===== src/rtl/mem_initiator.sv =====
// Bus-master that queues local read/write commands in a small FIFO and issues them
// one at a time on a valid/ready memory bus, returning one response per command.
module mem_initiator #(
    parameter int ADDR_WIDTH = 4,
    parameter int DATA_WIDTH = 8,
    parameter int CMD_DEPTH  = 4,
    parameter int TIMEOUT    = 16
) (
    input  logic                  clk,
    input  logic                  rst,
    input  logic                  cmd_valid,
    output logic                  cmd_ready,
    input  logic                  cmd_wr_rd,
    input  logic [ADDR_WIDTH-1:0] cmd_addr,
    input  logic [DATA_WIDTH-1:0] cmd_wdata,
    output logic                  rsp_valid,
    output logic                  rsp_wr_rd,
    output logic [ADDR_WIDTH-1:0] rsp_addr,
    output logic [DATA_WIDTH-1:0] rsp_rdata,
    output logic                  rsp_err,
    output logic [ADDR_WIDTH-1:0] addr,
    output logic [DATA_WIDTH-1:0] wdata,
    output logic                  wr_rd,
    output logic                  valid,
    input  logic                  ready,
    input  logic [DATA_WIDTH-1:0] rdata,
    output logic [15:0]           done_count
);

    localparam int PW = (CMD_DEPTH > 1) ? $clog2(CMD_DEPTH) : 1;
    localparam int CW = PW + 1;
    localparam int TW = $clog2(TIMEOUT + 1);
    localparam int EW = 1 + ADDR_WIDTH + DATA_WIDTH;

    typedef enum logic [1:0] {IDLE, REQ, RSP} state_t;

    logic [EW-1:0]         fifoMem_q [CMD_DEPTH];
    logic [PW-1:0]         wrPtr_q;
    logic [PW-1:0]         rdPtr_q;
    logic [CW-1:0]         count_q;
    logic [CW-1:0]         count_d;
    logic                  push;
    logic                  pop;
    logic                  full;
    logic                  empty;
    logic [EW-1:0]         head;

    state_t                state_q;
    logic [TW-1:0]         timer_q;
    logic [ADDR_WIDTH-1:0] addr_q;
    logic [DATA_WIDTH-1:0] wdata_q;
    logic                  wrRd_q;
    logic                  valid_q;
    logic                  rspValid_q;
    logic                  rspWrRd_q;
    logic [ADDR_WIDTH-1:0] rspAddr_q;
    logic [DATA_WIDTH-1:0] rspRdata_q;
    logic                  rspErr_q;
    logic [15:0]           doneCount_q;

    // cmd_ready comes only from the registered occupancy, so a same-cycle pop never admits a push
    assign full      = (count_q == CW'(CMD_DEPTH));
    assign empty     = (count_q == '0);
    assign cmd_ready = !full;
    assign push      = cmd_valid && !full;
    assign pop       = (state_q == IDLE) && !empty;
    assign head      = fifoMem_q[rdPtr_q];

    always_comb begin
        count_d = count_q;
        case ({push, pop})
            2'b10:   count_d = count_q + CW'(1);
            2'b01:   count_d = count_q - CW'(1);
            default: count_d = count_q;
        endcase
    end

    always_ff @(posedge clk) begin
        if (push) begin
            fifoMem_q[wrPtr_q] <= {cmd_wr_rd, cmd_addr, cmd_wdata};
        end
    end

    always_ff @(posedge clk or posedge rst) begin
        if (rst) begin
            wrPtr_q <= '0;
            rdPtr_q <= '0;
            count_q <= '0;
        end else begin
            if (push) wrPtr_q <= wrPtr_q + PW'(1);
            if (pop)  rdPtr_q <= rdPtr_q + PW'(1);
            count_q <= count_d;
        end
    end

    // A response is loaded on leaving REQ, so rsp_valid is high exactly during the RSP cycle
    always_ff @(posedge clk or posedge rst) begin
        if (rst) begin
            state_q     <= IDLE;
            timer_q     <= '0;
            addr_q      <= '0;
            wdata_q     <= '0;
            wrRd_q      <= 1'b0;
            valid_q     <= 1'b0;
            rspValid_q  <= 1'b0;
            rspWrRd_q   <= 1'b0;
            rspAddr_q   <= '0;
            rspRdata_q  <= '0;
            rspErr_q    <= 1'b0;
            doneCount_q <= '0;
        end else begin
            case (state_q)
                IDLE: begin
                    if (!empty) begin
                        {wrRd_q, addr_q, wdata_q} <= head;
                        timer_q <= '0;
                        valid_q <= 1'b1;
                        state_q <= REQ;
                    end
                end
                REQ: begin
                    if (ready) begin
                        valid_q     <= 1'b0;
                        rspValid_q  <= 1'b1;
                        rspWrRd_q   <= wrRd_q;
                        rspAddr_q   <= addr_q;
                        rspRdata_q  <= wrRd_q ? '0 : rdata;
                        rspErr_q    <= 1'b0;
                        doneCount_q <= doneCount_q + 16'd1;
                        state_q     <= RSP;
                    end else if (timer_q == TW'(TIMEOUT - 1)) begin
                        valid_q     <= 1'b0;
                        rspValid_q  <= 1'b1;
                        rspWrRd_q   <= wrRd_q;
                        rspAddr_q   <= addr_q;
                        rspRdata_q  <= '0;
                        rspErr_q    <= 1'b1;
                        doneCount_q <= doneCount_q + 16'd1;
                        state_q     <= RSP;
                    end else begin
                        timer_q <= timer_q + TW'(1);
                    end
                end
                RSP: begin
                    rspValid_q <= 1'b0;
                    state_q    <= IDLE;
                end
                default: state_q <= IDLE;
            endcase
        end
    end

    assign addr       = addr_q;
    assign wdata      = wdata_q;
    assign wr_rd      = wrRd_q;
    assign valid      = valid_q;
    assign rsp_valid  = rspValid_q;
    assign rsp_wr_rd  = rspWrRd_q;
    assign rsp_addr   = rspAddr_q;
    assign rsp_rdata  = rspRdata_q;
    assign rsp_err    = rspErr_q;
    assign done_count = doneCount_q;

endmodule


===== config.mk =====
export PLATFORM = sky130hd
export DESIGN_NAME = mem_initiator
export DESIGN_NICKNAME = d
export VERILOG_FILES = /design/src/rtl/mem_initiator.sv
export SDC_FILE = /design/constraint.sdc
export NUM_CORES = 1
export LEC_CHECK = 0
export BUFFER_PORTS_ARGS = -buffer_cell sky130_fd_sc_hd__buf_2
export CAP_MARGIN = 40
export CORE_ASPECT_RATIO = 0.5
export CORE_MARGIN = 4
export CORE_UTILIZATION = 40
export CTS_BUF_LIST = sky130_fd_sc_hd__clkbuf_4 sky130_fd_sc_hd__clkbuf_8
export DETAILED_ROUTE_END_ITERATION = 7
export PLACE_DENSITY_LB_ADDON = 0.15
export SYNTH_ARGS = -nofsm -noshare
export SYNTH_HDL_FRONTEND = slang
export SYNTH_SLANG_ARGS = --single-unit

===== constraint.sdc =====
create_clock -name clk -period 2.5 [get_ports clk]
set_input_delay 0.25 -clock clk [delete_from_list [all_inputs] [get_ports clk]]
set_output_delay 0.25 -clock clk [all_outputs]
set_load 0.02 [all_outputs]

==> impl_results.md <==
- DRC viols: 0
- Post-synth top cells: nand2_1 (73), dfrtp_1 (59), edfxtp_1 (52)
- # resized after CTS: 0
- Vias in the first global route: 2623
- Starting Density: 0.420
- Reg-to-Reg Start: timer_q[0]
- Fill cells: 926
- First-pass GRT wire length: ~14 mm
- Initial antenna violation count: 0
- Final net count: 420
- Share of the synthesized area in the top cell type: 0.355
- DRT iter0 DRCs: 148
- Register area share after synthesis: 0.690
- Pleak: 2.28 nW
- Most frequent cell on the critical path: ha_1
- Minimum clock period: between 2000 and 2500 ps
- Largest net degree at the start of global routing: 33
- Synth Instances: 306
- Synth Cell Area: 0.00440 mm^2
- Critical path class: flip-flop to flip-flop
- Via count: 2601
- Drt via density: 4.90
- Crit end category: flip-flop
- #FFs+latches synth: between 100 and 150
- # rows: 26
- Hold_buf cts: 1
- Root buffer selected by CTS: clkbuf_8
- Crit path DAT: 2570 ps
- Power per cell area: 1150 mW/mm^2
- Placed cells: 514
- Run status: finished, final reports clean
- FF-to-FF setup slack: between 150 and 200 ps
- Top-count cell post-synth: nand2_1
- Total power: 5.89 mW
- Max-Cap Viols: 0
- # Post-CTS Setup Buffers: 0
- Post-synth EDFFs: 52
- Fmax: 432 MHz
- R2R cell count: 7
- DP Worst Slack: 235 ps
- Worst Hold Launch: cmd_wdata[4]
- Area leader, netlist: edfxtp_1
- Worst-path clk slew: 110 ps
- Final Skew: 13.6 ps
- Slowest stage delay, CP: 630 ps
- Final setup margin: 185 ps
- Util after Layout: 0.491
- Post-route cell area: 0.00514 mm^2
- CTS buffer count: 9
- GPL Wtd Cong: 0.782
- 1st-pass router iterations: 4
- Critical path cell sequence: ha_1 > and3_1 > ha_1 > or4b_1 > o31a_4 > o21ai_1 > o31ai_1
- GRT Overall Usage: 0.138
- Diodes inserted: 0
- CP bufs+invs: 0
- Final setup vio count: 0
- Post-Route WL: 8.32 mm
- CTS tree: yes
- WL/cell: 15.7 um
- Die area: ~0.013 mm^2
- Area of the core: 0.0105 mm^2
- Syn Nets: 340
- RSZ-0062 raised after global routing: false
- CTS sink count: 111
- Congestion Overflow GR: 0
- Ranking of synthesized cells by area: edfxtp_1 (35%), dfrtp_1 (34%), mux4_2 (6.7%)
- Worst setup SP type: flip-flop
- Top FF cell, synth: dfrtp_1
- Layout cell share with drive strength beyond 1: 0.294
- Hold path depth: 1
- Slowest-stage cell, CP: or4b_1
- Req. time, crit path: 2750 ps
- Slew HR: 0.517
- Max-slew violation count: 0
- Tcrit/Tclk final: 0.926
- Final Hold Fails: 0
- Dpl hpwl: approximately 6 mm
- Post-Layout Cell Count: 531
- IO Port Bufs: 70
- Die Ht: ~82 um
- Reg2Reg Capture Point: timer_q[3]
- Worst Tran Pin Value: 724 ps
- Avg Cell Area, Syn: 14.4 um^2
- DRT antenna net count: 0
- Crit-path max FO: 6
- Hold crit path type: input pin to flip-flop
- Die width: 156 um
- Final hold slack: 82.1 ps
- Worst skew pair latency: 370 ps
- H-tree depth: 3
- Worst-case clock buffer depth: 2
- Top Family by Delay on Critical Path: simple AND/OR/NAND/NOR gates
- Layout area overhead: 16.9%
- Post-Place Cell Area: 0.00493 mm^2
- WHS Endpoint: fifoMem_q[2][4]
- Ys Warns: 0
- Peak supply drop: 0.000347 V
- Setup Total Neg Slack: 0 ps
- I/O pins: between 70 and 80
- Asr flop ratio synth: 0.532
- Cell variety after synth: 37
[report_power, final]
group          switching (mW)  leakage, nW  internal (mW)  total (mW)
combinational            1.21        0.963          0.844        2.05
clock                   0.633       0.0942          0.412        1.04
sequential              0.356         1.23           2.44        2.80
total                    2.20         2.28           3.70        5.89
[cell type report]
type,instances,area [um^2],share of cell area
sequential,111,3040,0.591
multi-input combinational,173,1270,0.247
timing repair buffer,78,413,0.0803
tap,140,175,0.0341
clock buffer,10,138,0.0268
clock inverter,6,60.1,0.0117
inverter,13,48.8,0.00949
[layout by cell type, fill, tap and decap left out, types with 8 or more instances in the layout]
master	count
nand2_1	73
buf_2	70
dfrtp_1	59
edfxtp_1	52
xnor2_1	14
mux4_2	13
inv_1	10
clkbuf_8	10
nand3_1	8
a22o_1	8
ha_1	8
[per-layer routing]
metal	global-route usage	routed length, um	vias to the layer above	part of all wire
li1	-	-	1232	-
met1	0.177	3760	1304	0.45
met2	0.232	4020	54	0.48
met3	0.0437	457	11	0.055
met4	0.0338	91	0	0.011
met5	0	0	-	0
[cells by family (layout without fill, tap and decap cells)]
logic type | after synthesis | after routing | share of synthesized area
AO/OA/AOI/OAI | 19 | 19 | 0.0330
flip-flops | 111 | 111 | 0.690
AND/OR/NAND/NOR | 109 | 109 | 0.115
adder cells (fa/ha/maj) | 9 | 9 | 0.0273
buffers and inverters | 22 | 107 | 0.0210
XOR/XNOR | 21 | 21 | 0.0418
multiplexers | 15 | 15 | 0.0714
[worst max path at each step]
stage	start	to	slack [ps]	cells after the start
after floorplan	state_q[0]	count_q[2]	260	10
after global placement	timer_q[0]	timer_q[3]	410	7
after detailed placement	timer_q[0]	timer_q[3]	230	7
after CTS	timer_q[0]	timer_q[3]	230	7
after global routing	timer_q[0]	timer_q[3]	130	7
final	timer_q[0]	timer_q[3]	190	7
[sequential cells by signal, summed over array words and instances (netlist names)]
name        cells
timer_q         5
addr            4
state_q         2
wrPtr_q         2
rsp_valid       1
wdata           8
rsp_wr_rd       1
done_count     16
rdPtr_q         2
fifoMem_q      52
rsp_addr        4
wr_rd           1
rsp_rdata       8
rsp_err         1
count_q         3
valid           1
Note: power is estimated with default switching activity, not from simulation.
